--- config.mk ---
export PLATFORM = sky130hd
export DESIGN_NAME = fetch_unit
export DESIGN_NICKNAME = d
export VERILOG_FILES = /design/src/rtl/fetch_unit.sv
export SDC_FILE = /design/constraint.sdc
export NUM_CORES = 1
export LEC_CHECK = 0
export ABC_CLOCK_PERIOD_IN_PS = 2200
export CAP_MARGIN = 10
export CORE_MARGIN = 2
export CORE_UTILIZATION = 41
export CTS_CLUSTER_DIAMETER = 120
export DETAILED_ROUTE_END_ITERATION = 16
export GPL_TIMING_DRIVEN = 0
export PLACE_DENSITY = 0.76
export SYNTH_ARGS = -nofsm -noshare
export SYNTH_HDL_FRONTEND = slang
export SYNTH_SLANG_ARGS = --single-unit
--- constraint.sdc ---
create_clock -name clock -period 2.2 [get_ports clock]
set_input_delay 0.33 -clock clock [delete_from_list [all_inputs] [get_ports clock]]
set_output_delay 0.33 -clock clock [all_outputs]
set_load 0.005 [all_outputs]
--- src/rtl/fetch_unit.sv ---
// Purpose: instruction fetch sequencer (IDLE -> FETCH -> ISSUE) that reads code
//          memory at pc_addr, holds the word in ir and waits for the control unit.
// Latency: ir_valid 2 cycles after run/step sampled in IDLE; 2 cycles after ex_done when running.
// Backpressure: ISSUE holds ir/pc_addr stable until ex_done; run=0 parks the unit in IDLE.
//
// Ports:
//   clock, reset         rising-edge clock; asynchronous active-high reset
//   run, step            free-run level / single-instruction pulse (step honoured only in IDLE with run=0)
//   instr_in             code memory read data for the address on pc_addr
//   ex_done              completion pulse for the issued instruction (ignored outside ISSUE)
//   branch_taken/offset  next-PC selection, qualified by ex_done
//   pc_addr, ir          current PC and instruction register
//   ir_valid, busy       ir holds an issued instruction / unit not IDLE
//   instr_count          saturating count of completed instructions
module fetch_unit #(
   parameter logic [5:0] PC_RESET = 6'd32
) (
   input  logic        clock,
   input  logic        reset,
   input  logic        run,
   input  logic        step,
   input  logic [15:0] instr_in,
   input  logic        ex_done,
   input  logic        branch_taken,
   input  logic [5:0]  branch_offset,
   output logic [5:0]  pc_addr,
   output logic [15:0] ir,
   output logic        ir_valid,
   output logic        busy,
   output logic [15:0] instr_count
);

   localparam logic [1:0] IDLE  = 2'd0;
   localparam logic [1:0] FETCH = 2'd1;
   localparam logic [1:0] ISSUE = 2'd2;

   logic [1:0] state;
   logic [1:0] state_nxt;
   logic       step_pending;
   logic       accept_done;
   logic [5:0] pc_next;

   // Only a completion seen while an instruction is actually issued counts.
   assign accept_done = (state == ISSUE) && ex_done;

   // A 6-bit add of the two's-complement offset is the same as adding its
   // sign extension and reducing modulo 64, so wrap in both directions is free.
   always_comb begin
      pc_next = pc_addr + 6'd1;
      if (branch_taken) begin
         pc_next = pc_addr + 6'd1 + branch_offset;
      end
   end

   always_comb begin
      state_nxt = state;
      case (state)
         IDLE: begin
            if (run || step || step_pending) begin
               state_nxt = FETCH;
            end
         end
         FETCH: begin
            state_nxt = ISSUE;
         end
         ISSUE: begin
            // A falling run never aborts the issued instruction; it only
            // decides where we go once ex_done arrives.
            if (ex_done) begin
               state_nxt = run ? FETCH : IDLE;
            end
         end
         default: begin
            state_nxt = IDLE;
         end
      endcase
   end

   always_ff @(posedge clock or posedge reset) begin
      if (reset) begin
         state        <= IDLE;
         pc_addr      <= PC_RESET;
         ir           <= 16'h0000;
         instr_count  <= 16'h0000;
         step_pending <= 1'b0;
      end else begin
         state <= state_nxt;

         if (state == FETCH) begin
            ir <= instr_in;
         end

         if (accept_done) begin
            pc_addr <= pc_next;
            if (instr_count != 16'hFFFF) begin
               instr_count <= instr_count + 16'd1;
            end
         end

         // Steps are only latched from IDLE with run low; any step seen while
         // busy or free-running is dropped.
         if (accept_done) begin
            step_pending <= 1'b0;
         end else if ((state == IDLE) && step && !run) begin
            step_pending <= 1'b1;
         end
      end
   end

   assign ir_valid = (state == ISSUE);
   assign busy     = (state != IDLE);

endmodule

==> impl_metrics.csv <==
group,metric,value,unit
pwr,seqPwrFrac,35.1,%
critical_path,crit_path_start_kind,"flip-flop",
clock_tree,cts_root_buf,"clkbuf_8",
pwr,clkPwrFrac,14.5,%
routing,routed_wl,4419,µm
min_path,min_path_type,"flip-flop to flip-flop",
synth,synth_top_area_cell,"dfrtp_1",
global_route,grt_pass1_vias,1489,
pwr,ir_worst_vdd,0.4371,mV
global_route,gr-usage-all-layers,16.06,%
routing,vias,1668,
pwr,internal_power,2.414,mW
final_layout,n_fill_cell,404,
die,rows,25,
global_route,grt_overflow_total,0,
synth,yosysSeqAreaShare,49.61,%
routing,dr.pass1.iters,4,
sta,finalMaxSlewViolations,0,
final_layout,final_util,63.76,%
synth,syn_area,2071,µm²
final_layout,final_nets,301,
die,dieWidth,75.07,µm
synth,synth_compound_area_share,9.366,%
synth,synth_edf_count,0,
critical_path,rr_endpoint,"pc_addr[5]$_DFFE_PP1P_",
job,drv_cap,0,
pwr,power.density,1169,nW/µm²
clock_tree,htreeDepth,2,
clock_tree,cts_buffers,5,
place,dp.cells,316,
die,die_h,75.07,µm
synth,synth_fa_ha_area_share,5.801,%
synth,synth_area_leaders,"dfrtp_1 (48%), mux2_2 (9.2%), xnor2_1 (5.9%), ha_1 (4.8%), o21ai_0 (2.7%)",
final_layout,multi_input_area,1050,µm²
min_path,hold_depth,1,
pwr,comb_power_share,50.4,%
pwr,p_leak,1.279,nW
place,io_buffers,66,
final_layout,num_antenna_cells,0,
synth,synth_cell_types,42,
final_layout,regArea,1031,µm²
synth,ys_warn_count,0,
place,gp_congestion,0.7182,
sta,slew_headroom,43.10,%
clock_tree,path_clk_slew,0.08,ns
sta,max_freq,453.3,MHz
clock_tree,cts_tree,"yes",
pwr,switchingPower,1.154,mW
synth,yosys.area_share.simple,14.26,%
synth,synth-seq-cells,41,
synth,async_flop_share,100.0,%
synth,synth_mux_area_share,9.728,%
sta,rsz0062_at_grt,"true",
routing,drcViolationCount,0,
critical_path,crit_required,2.43,ns
final_layout,final_area,3052,µm²
sta,setup_ws,-0.006083,ns
routing,vias_per_cell,5.024,
critical_path,crit_path_end_kind,"flip-flop",
sta,period_share,100.3,%
synth,yosysTopAreaCellShare,48.34,%
die,ioPinCount,68,
die,core-area,4786,µm²
routing,detail_route.wl_per_cell,13.31,µm
critical_path,worstSetupPathType,"flip-flop to flip-flop",
clock_tree,ctsHoldBuffers,0,
routing,drtIter0Drc,77,
final_layout,drive_above_1_share,21.13,%
sta,worst_pin_slew,0.8523,ns
synth,synthXorXnorAreaFrac,8.459,%
min_path,min_to,"state[0]$_DFFE_PP0P_",
clock_tree,cts.sinks,41,
outcome,status,"complete, but fails checks",
critical_path,worstRegToRegCells,8,
critical_path,r2r_slack,-0.006,ns
min_path,hp-start,"state[0]$_DFFE_PP0P_",
critical_path,cp.arrival,2.43,ns
die,die_area,5635,µm²
die,initial_core_util,43.27,%
global_route,antenna_found_initial,0,
final_layout,syn_to_final_growth,47.37,%
synth,postSynthCellCount,183,
outcome,violations,"setup timing",
sta,whs,0.4817,ns
synth,synth_common_cells,"dfrtp_1 (40), mux2_2 (17), xnor2_1 (14), o21ai_0 (11)",
synth,synth_top_family_by_area,"simple AND/OR/NAND/NOR gates",
critical_path,rr_startpoint,"pc_addr[0]$_DFFE_PP0P_",
final_layout,instances_no_fill,332,
sta,final.min_clock_period,2.206,ns
pwr,p_sw_share,32.33,%
synth,syn_nets,220,
sta,setup_viol,1,
routing,ant_nets,0,
critical_path,critPathMaxFanout,5,
synth,ys.flop_type,"dfrtp_1",
place,hpwlAfterDp,3153,µm
clock_tree,insertion_delay,0.30,ns
sta,skew,0.01123,ns
synth,syn_area_per_cell,11.32,µm²
place,postPlaceCellArea,2829,µm²
global_route,grt_first_pass_wirelength,6879,µm
synth,yosysMostFrequentCell,"dfrtp_1",
sta,hold_violations,0,
clock_tree,clk_path_buf_depth,2,
global_route,grt_max_degree,42,
==> through the flow <==
stage               setup TNS, ns  worst slack, ns  total power [mW]
finish                  -0.006083        -0.006083             3.568
global route              -0.1468          -0.1468             3.841
CTS                             0        0.0002085             3.549
detailed placement        -0.6469          -0.1645             2.865
global placement          -0.7022          -0.1348             2.816
floorplan                       0          0.01592             2.105
==> state kept, by name, indices dropped and copies added (netlist names) <==
register and cells:
instr_count 16, ir 16, pc_addr 6, state 2, step_pending 1
==> cell type report <==
cell class | instances | share of cell area, %
Clock inverter | 2 | 0.4510
Sequential cell | 41 | 33.78
Inverter | 10 | 1.230
Buffer | 5 | 0.6560
Tap cell | 67 | 2.747
Clock buffer | 6 | 2.706
Multi-Input combinational cell | 127 | 34.40
Timing Repair Buffer | 74 | 24.03
==> critical path, cell delays in order (launching register included) <==
cell and delay, ns:
dfrtp_2 0.46, ha_4 0.19, xor2_1 0.14, ha_2 0.33, o21ai_2 0.07, or4_1 0.47, nand4_1 0.12, mux2i_1 0.24
xnor2_1 0.14
==> worst max-delay path by stage <==
stage | from | to | slack [ns] | depth (start not counted)
finish | pc_addr[0]$_DFFE_PP0P_ | pc_addr[5]$_DFFE_PP1P_ | -0.006 | 8
global route | pc_addr[0]$_DFFE_PP0P_ | pc_addr[5]$_DFFE_PP1P_ | -0.15 | 9
CTS | pc_addr[0]$_DFFE_PP0P_ | pc_addr[5]$_DFFE_PP1P_ | 0.0002 | 8
detailed placement | pc_addr[1]$_DFFE_PP0P_ | pc_addr[5]$_DFFE_PP1P_ | -0.16 | 8
global placement | pc_addr[1]$_DFFE_PP0P_ | pc_addr[5]$_DFFE_PP1P_ | -0.13 | 8
floorplan | pc_addr[0]$_DFFE_PP0P_ | pc_addr[5]$_DFFE_PP1P_ | 0.02 | 8
==> cell families after synthesis <==
family,Yosys count
simple gates,50
flops,41
compound gates,30
xor+xnor,20
mux,18
buf+inv,15
fa+ha+maj,9
==> metal layers <==
layer	wire, µm	track usage, %	vias up
met2	2045	24.66	48
met3	297	4.016	9
li1	-	-	819
met4	80	5.952	0
met1	1996	22.03	792
met5	0	0	-
==> power by group through the flow <==
stage	Clock (mW)	Sequential, mW	Combinational (mW)
finish	0.518	1.25	1.80
CTS	0.538	1.25	1.76
global route	0.561	1.29	1.99
floorplan	0	1.27	0.838
global placement	0	1.26	1.56
detailed placement	0	1.28	1.59
==> cell usage in the layout (no fill, tap or decap), drive strengths merged, types with 2 or more instances in the layout <==
cell type,count
o21ai,11
nor2,6
nand2,9
a21oi,5
a211oi,4
nor3,3
and3,2
a31oi,2
nand3,10
xnor2,14
clkinv,2
ha,8
inv,10
mux2,17
nor3b,2
clkbuf,10
dfrtp,40
nor4bb,2
buf,9
and4,3
nand2b,2
xor2,6
clkdlybuf4s50,66
a21o,3
nand4,4
==> timing repair <==
action / 4_1_cts / 5_1_grt
pin swaps: 6 / 3
setup endpoints to repair: 1 / 2
resized for setup: 6 / 7
buffers inserted: 8 / 0
Note: power is estimated with default switching activity, not from simulation.
